$ cat src/rtl/instr_pkg.sv
// -----------------------------------------------------------------------------
// instr_pkg
// Shared encoding definitions for the MIPS subset: the 4-bit mnemonic codes,
// the opcode and funct field values, the encoder FSM state type and two field
// packing helpers. The CPU control decoder imports the same package, so the
// encoder writer and the decoder reader cannot disagree on a bit pattern.
// -----------------------------------------------------------------------------
package instr_pkg;

    // Mnemonic codes on the request interface; 13..15 are illegal.
    typedef enum logic [3:0] {
        MN_ADD   = 4'd0,
        MN_SUB   = 4'd1,
        MN_AND   = 4'd2,
        MN_OR    = 4'd3,
        MN_SLT   = 4'd4,
        MN_SRA   = 4'd5,
        MN_SRAV  = 4'd6,
        MN_ADDI  = 4'd7,
        MN_SLTIU = 4'd8,
        MN_LUI   = 4'd9,
        MN_ORI   = 4'd10,
        MN_BEQ   = 4'd11,
        MN_BNE   = 4'd12
    } mnem_e;

    // Encoder sequencing states.
    typedef enum logic [1:0] {
        S_IDLE = 2'd0,
        S_RUN  = 2'd1,
        S_FULL = 2'd2
    } enc_state_e;

    // Primary opcodes (instruction bits 31:26).
    localparam logic [5:0] OP_RTYPE = 6'b000000;
    localparam logic [5:0] OP_ADDI  = 6'b001000;
    localparam logic [5:0] OP_SLTIU = 6'b001011;
    localparam logic [5:0] OP_LUI   = 6'b001111;
    localparam logic [5:0] OP_ORI   = 6'b001101;
    localparam logic [5:0] OP_BEQ   = 6'b000100;
    localparam logic [5:0] OP_BNE   = 6'b000101;

    // R-type function codes (instruction bits 5:0).
    localparam logic [5:0] FN_ADD  = 6'b100000;
    localparam logic [5:0] FN_SUB  = 6'b100010;
    localparam logic [5:0] FN_AND  = 6'b100100;
    localparam logic [5:0] FN_OR   = 6'b100101;
    localparam logic [5:0] FN_SLT  = 6'b101010;
    localparam logic [5:0] FN_SRA  = 6'b000011;
    localparam logic [5:0] FN_SRAV = 6'b000111;

    // {000000, rs, rt, rd, shamt, funct}
    function automatic logic [31:0] r_type(input logic [4:0] rs,
                                           input logic [4:0] rt,
                                           input logic [4:0] rd,
                                           input logic [4:0] shamt,
                                           input logic [5:0] funct);
        return {OP_RTYPE, rs, rt, rd, shamt, funct};
    endfunction

    // {op, rs, rt, imm}; the immediate is passed through without extension.
    function automatic logic [31:0] i_type(input logic [5:0]  op,
                                           input logic [4:0]  rs,
                                           input logic [4:0]  rt,
                                           input logic [15:0] imm);
        return {op, rs, rt, imm};
    endfunction

endpackage

$ cat src/rtl/instr_pack.sv
// -----------------------------------------------------------------------------
// instr_pack
// Purely combinational packer: mnemonic plus register/immediate fields in,
// 32-bit MIPS word and an illegal-mnemonic flag out. Fields the chosen format
// does not use are forced to zero.
//
// Ports:
//   mnem     in  4   mnemonic code (instr_pkg::mnem_e values, 13..15 illegal)
//   rs/rt/rd in  5   register fields
//   shamt    in  5   shift amount, only used by SRA
//   imm      in  16  immediate / branch offset, passed raw
//   word     out 32  encoded instruction (0 when illegal)
//   illegal  out 1   mnemonic is not in the supported set
// -----------------------------------------------------------------------------
module instr_pack
    import instr_pkg::*;
(
    input  logic [3:0]  mnem,
    input  logic [4:0]  rs,
    input  logic [4:0]  rt,
    input  logic [4:0]  rd,
    input  logic [4:0]  shamt,
    input  logic [15:0] imm,
    output logic [31:0] word,
    output logic        illegal
);

    always_comb begin
        // NOTE: both outputs get a default before the case so every path
        // assigns them and no latch is inferred.
        word    = '0;
        illegal = 1'b0;
        case (mnem)
            MN_ADD:   word = r_type(rs, rt, rd, 5'd0, FN_ADD);
            MN_SUB:   word = r_type(rs, rt, rd, 5'd0, FN_SUB);
            MN_AND:   word = r_type(rs, rt, rd, 5'd0, FN_AND);
            MN_OR:    word = r_type(rs, rt, rd, 5'd0, FN_OR);
            MN_SLT:   word = r_type(rs, rt, rd, 5'd0, FN_SLT);
            // Immediate shift: the rs slot is unused, shamt carries the count.
            MN_SRA:   word = r_type(5'd0, rt, rd, shamt, FN_SRA);
            // Variable shift: the count comes from rs, so shamt is zero.
            MN_SRAV:  word = r_type(rs, rt, rd, 5'd0, FN_SRAV);
            MN_ADDI:  word = i_type(OP_ADDI, rs, rt, imm);
            MN_SLTIU: word = i_type(OP_SLTIU, rs, rt, imm);
            // LUI has no source register.
            MN_LUI:   word = i_type(OP_LUI, 5'd0, rt, imm);
            MN_ORI:   word = i_type(OP_ORI, rs, rt, imm);
            MN_BEQ:   word = i_type(OP_BEQ, rs, rt, imm);
            MN_BNE:   word = i_type(OP_BNE, rs, rt, imm);
            default:  illegal = 1'b1;
        endcase
    end

endmodule

$ cat src/rtl/instr_encoder.sv
// -----------------------------------------------------------------------------
// instr_encoder
// Loads a program into instruction memory: accepts symbolic instruction
// requests, encodes them with instr_pack, and presents each word on a single
// registered, back-pressured write port at consecutive word addresses.
//
// Ports:
//   clk_i        in  1       clock, rising edge
//   rst_i        in  1       synchronous active-high reset
//   start_i      in  1       begin a new program (clears count/err/pending)
//   req_valid_i  in  1       request present
//   req_ready_o  out 1       request taken when valid & ready
//   mnem_i       in  4       mnemonic code
//   rs_i/rt_i/rd_i in 5      register fields
//   shamt_i      in  5       shift amount (SRA)
//   imm_i        in  16      immediate / branch offset
//   wr_valid_o   out 1       write word pending
//   mem_ready_i  in  1       memory takes the pending word this cycle
//   wr_addr_o    out ADDR_W  byte address of the pending word
//   wr_data_o    out 32      encoded word
//   count_o      out ADDR_W  words handed to memory since start_i
//   done_o       out 1       DEPTH words written and nothing pending
//   err_o        out 1       sticky illegal-mnemonic flag
// -----------------------------------------------------------------------------
module instr_encoder
    import instr_pkg::*;
#(
    parameter int                ADDR_W    = 32,
    parameter logic [ADDR_W-1:0] BASE_ADDR = '0,
    parameter int                DEPTH     = 32
) (
    input  logic              clk_i,
    input  logic              rst_i,
    input  logic              start_i,
    input  logic              req_valid_i,
    output logic              req_ready_o,
    input  logic [3:0]        mnem_i,
    input  logic [4:0]        rs_i,
    input  logic [4:0]        rt_i,
    input  logic [4:0]        rd_i,
    input  logic [4:0]        shamt_i,
    input  logic [15:0]       imm_i,
    output logic              wr_valid_o,
    input  logic              mem_ready_i,
    output logic [ADDR_W-1:0] wr_addr_o,
    output logic [31:0]       wr_data_o,
    output logic [ADDR_W-1:0] count_o,
    output logic              done_o,
    output logic              err_o
);

    localparam logic [ADDR_W-1:0] DEPTH_W  = ADDR_W'(DEPTH);
    localparam logic [ADDR_W-1:0] ONE      = ADDR_W'(1);
    localparam logic [ADDR_W-1:0] WORD_INC = ADDR_W'(4);

    enc_state_e        state;
    logic [ADDR_W-1:0] addr_q;    // address the next legal word will use
    logic [ADDR_W-1:0] acc_cnt;   // legal words accepted in this program

    logic [31:0] word;
    logic        illegal;
    logic        accept;
    logic        hshake;
    logic        load;

    instr_pack u_pack (
        .mnem    (mnem_i),
        .rs      (rs_i),
        .rt      (rt_i),
        .rd      (rd_i),
        .shamt   (shamt_i),
        .imm     (imm_i),
        .word    (word),
        .illegal (illegal)
    );

    // The single output register can be refilled in the same cycle it drains,
    // so a stalled memory is the only thing that blocks a request in RUN.
    // start_i blocks requests so the restart never races a new word.
    assign req_ready_o = (state == S_RUN) && !start_i
                         && (!wr_valid_o || mem_ready_i);
    assign accept      = req_valid_i && req_ready_o;
    assign hshake      = wr_valid_o && mem_ready_i;
    assign load        = accept && !illegal;

    // Decoded from registers only, so it is as clean as a registered output.
    assign done_o      = (state == S_FULL) && !wr_valid_o;

    // NOTE: every register here is assigned with <= so all of them update
    // from the same pre-edge values; blocking assignments would make the
    // result depend on statement order.
    always_ff @(posedge clk_i) begin
        if (rst_i) begin
            state      <= S_IDLE;
            addr_q     <= BASE_ADDR;
            acc_cnt    <= '0;
            wr_valid_o <= 1'b0;
            wr_addr_o  <= '0;
            wr_data_o  <= '0;
            count_o    <= '0;
            err_o      <= 1'b0;
        end else if (start_i) begin
            // Restart from any state; a pending word is discarded.
            state      <= S_RUN;
            addr_q     <= BASE_ADDR;
            acc_cnt    <= '0;
            wr_valid_o <= 1'b0;
            count_o    <= '0;
            err_o      <= 1'b0;
        end else begin
            if (hshake) begin
                count_o <= count_o + ONE;
            end

            if (load) begin
                wr_valid_o <= 1'b1;
                wr_data_o  <= word;
                wr_addr_o  <= addr_q;
                addr_q     <= addr_q + WORD_INC;   // wraps modulo 2^ADDR_W
                acc_cnt    <= acc_cnt + ONE;
                if (acc_cnt + ONE == DEPTH_W) begin
                    state <= S_FULL;
                end
            end else if (hshake) begin
                wr_valid_o <= 1'b0;
            end

            // An illegal request is consumed but produces nothing.
            if (accept && illegal) begin
                err_o <= 1'b1;
            end
        end
    end

endmodule

$ cat config.mk
export PLATFORM = sky130hd
export DESIGN_NAME = instr_encoder
export DESIGN_NICKNAME = d
export VERILOG_FILES = /design/src/rtl/instr_pkg.sv /design/src/rtl/instr_pack.sv /design/src/rtl/instr_encoder.sv
export SDC_FILE = /design/constraint.sdc
export NUM_CORES = 1
export LEC_CHECK = 0
export BUFFER_PORTS_ARGS = -buffer_cell sky130_fd_sc_hd__buf_2
export CORE_UTILIZATION = 42
export CTS_CLUSTER_SIZE = 8
export DETAILED_ROUTE_END_ITERATION = 16
export GPL_ROUTABILITY_DRIVEN = 0
export PLACE_DENSITY = 0.59
export SETUP_SLACK_MARGIN = 0.3
export SYNTH_ARGS = -nofsm -noshare
export SYNTH_HDL_FRONTEND = slang
export SYNTH_SLANG_ARGS = --single-unit
$ cat constraint.sdc
create_clock -name clk_i -period 5.3 [get_ports clk_i]
set_input_delay 0.53 -clock clk_i [delete_from_list [all_inputs] [get_ports clk_i]]
set_output_delay 0.53 -clock clk_i [all_outputs]
set_load 0.01 [all_outputs]
==> flow_metrics.tcl <==
set metrics [dict create \
    post-route-drc-count 0 \
    cts_sinks 158 \
    nNetsFinal 1074 \
    via_count 6550 \
    antenna_found_initial 0 \
    ir_worst_vdd_mv 0.2277 \
    path_clk_slew_ps 60 \
    first_global_vias 5715 \
    grt_pass1_wl_mm 28.36 \
    p_leak_nw 3.440 \
    power-per-cell-area_nw_per_um2 298.2 \
    initial_core_util_pct 43.12 \
    totalWireLength_mm 17.37 \
    tightest_slew_ps 973.3 \
    antenna_left 0 \
    muxShareOfSynthArea_pct 1.739 \
    cts_resized 0 \
    utilization_pct 51.29 \
    h-tree-depth 4 \
    synthAdderAreaFrac_pct 0.5016 \
    endpoint_kind "register" \
    rows 48 \
    gr-usage-all-layers_pct 19.24 \
    diodes 0 \
    yosysUniqueCellTypes 63 \
    clkLatencyLatePin_ps 420 \
    portBuffers 140 \
    regArea_um2 3163 \
    numCtsBuffers 17 \
    min-delay-start "rt_i[2]" \
    path_class "reg -> reg" \
    syn_area_per_cell_um2 8.117 \
    cp_max_fo 11 \
    arrival_ps 3140 \
    reg2reg_from "acc_cnt[0]" \
    skew_ps 8.466 \
    core_um2 17360 \
    cp_slowest_cell "nor2_1" \
    drt-wirelength-per-cell_um 13.76 \
    synth-seq-cells 158 \
    slew_viol_final 0 \
    first_iter_violations 350 \
    min_period_ps 2841 \
    synthFlopType "dfxtp_1" \
    die_w_um 135.5 \
    hold_path.class "in -> reg" \
    synth-edff-count 0 \
    layout-drive-gt1-share_pct 19.09 \
    yosys.area_share.simple_pct 30.03 \
    yosysSeqAreaShare_pct 42.27 \
    setup_viol 0 \
    ys_warn_count 0 \
    synth-compound-area-share_pct 10.57 \
    cp_data_required_time_ps 5600 \
    grt_start_max_net_pins 64 \
    wl_met3_um 713 \
    clock_path_buffers 2 \
    synth_top_cell_by_area "dfxtp_1" \
    dieArea_um2 18350 \
    ioPinCount 145 \
    syn_area_um2 7483 \
    synth_most_common_cell "dfxtp_1" \
    crit_path_max_incr_delay_ps 600 \
    nFillCells 1708 \
    top_layer "met4" \
    multiInputGateArea_um2 4045 \
    place_area_um2 8254 \
    met1_length_mm 8.495 \
    hpwl_mm 11.70 \
    path_buf_inv 0 \
    synthCells 922 \
    first_pass_iters 4 \
    synth_top_family_by_area "simple AND/OR/NAND/NOR gates" \
    met2_length_mm 7.833 \
    yosys-top-cells-area "dfxtp_1 42%, nand2_1 7.0%, nor2_1 6.5%" \
    period_share_pct 53.59 \
    finalSetupTns_ps 0 \
    async_flop_share_pct 0 \
    crit_path_start "acc_cnt[0]" \
    cp-start-kind "register" \
    holdWs_ps 342.2 \
    max_cap_viol_count 0 \
    hold_violations 0 \
    synthTopCellsByCount "158 x dfxtp_1, 139 x nand2_1, 130 x nor2_1" \
    cts-root-buf "clkbuf_16" \
    stdcell_area_um2 8902 \
    die_y_um 135.5 \
    cts_setup_buffers 0 \
    slew_headroom_pct 34.52 \
    synth_xor_area_share_pct 10.88 \
    crit_chain "ha_1 -> nand3_1 -> nor2_1 -> a21boi_0 -> nor4b_1 -> nand4_1 -> o41a_1" \
    grt_remaining_overflow 0 \
    cts_tree "done" \
    cp_top_family "simple AND/OR/NAND/NOR gates" \
    area_growth_pct 18.96 \
    rsz0062_at_grt "no" \
    viasPerCell 5.190 \
    outcome "finished clean" \
    fmax_mhz 352.0 \
    synth_top_area_share_pct 42.27 \
    cts_hold_buffers 0 \
]
==> registers in the layout, indices dropped and copies added, names as in the netlist <==
signal / flops
count_o: 32
state: 2
wr_addr_o: 30
addr_q: 30
err_o: 1
wr_valid_o: 1
wr_data_o: 30
acc_cnt: 32
==> cells by family after synthesis <==
| group | after synthesis |
|---|---|
| other | 1 |
| adder cells (fa/ha/maj) | 3 |
| buffers and inverters | 70 |
| AO/OA/AOI/OAI | 131 |
| multiplexers | 13 |
| XOR/XNOR | 93 |
| flip-flops | 158 |
| AND/OR/NAND/NOR | 453 |
==> through the flow <==
stage	cells	power (W)	setup slack [ps]
floorplan	925	0.001306	3103
global placement	1232	0.001348	2263
detailed placement	1232	0.001348	2187
CTS	1262	0.002681	2482
global route	1262	0.002742	2268
finish	1262	0.002654	2459
==> layout by cell type (no fill, tap or decap), types with 3 or more instances in the layout <==
master and count:
nor3_1 30, nand4_1 29, conb_1 4, buf_4 5, nand3_1 29, or3_1 12
xor2_1 50, xnor2_1 43, nand3b_1 4, buf_2 140, o22ai_1 6, and4_1 7
ha_1 3, a211oi_1 12, a21oi_1 69, and2_1 5, nor2b_1 7, or2_2 6
nand4_4 3, a211o_1 3, nor4_1 12, clkbuf_16 17, a22oi_1 3, o21ai_0 18
nand2_1 138, dfxtp_1 158, clkbuf_8 5, mux2i_1 13, bufinv_16 4, inv_1 6
nor2_1 129, and3_1 22
==> final cells by class <==
| type | instances | share of cell area (%) |
|---|---|---|
| Multi-Input combinational cell | 697 | 45.44 |
| Tap cell | 225 | 3.162 |
| Sequential cell | 158 | 35.53 |
| Clock inverter | 8 | 1.729 |
| Inverter | 7 | 0.2952 |
| Timing Repair Buffer | 145 | 8.292 |
| Clock buffer | 22 | 5.552 |
==> power breakdown <==
| part | internal [W] | total, W | switching [W] |
|---|---|---|---|
| registers | 0.00120 | 0.00120 | 0.00000451 |
| clock network | 0.000849 | 0.00133 | 0.000484 |
| logic | 0.0000413 | 0.000121 | 0.0000792 |
==> metal layers <==
layer | up-vias | global-route usage [%]
li1 | 3372 | -
met1 | 3035 | 26.24
met2 | 121 | 29.37
met3 | 22 | 4.265
met4 | 0 | 7.553
met5 | - | 0
==> worst reg2reg max path: stages (launching register included) <==
cell      delay (ps)
dfxtp_1          440
ha_1             310
nand3_1          150
nor2_1           600
a21boi_0         240
nor4b_1          380
nand4_1          200
o41a_1           400
==> path summary, 6_finish.rpt <==
check,cells past startpoint,slack [ps],endpoint
setup / recovery,7,2460,state[0]
setup reg to reg,7,2460,state[0]
hold reg to reg,2,450,wr_data_o[25]
hold / removal,3,340,wr_data_o[18]
No activity file was read; power rests on OpenSTA's default activity.
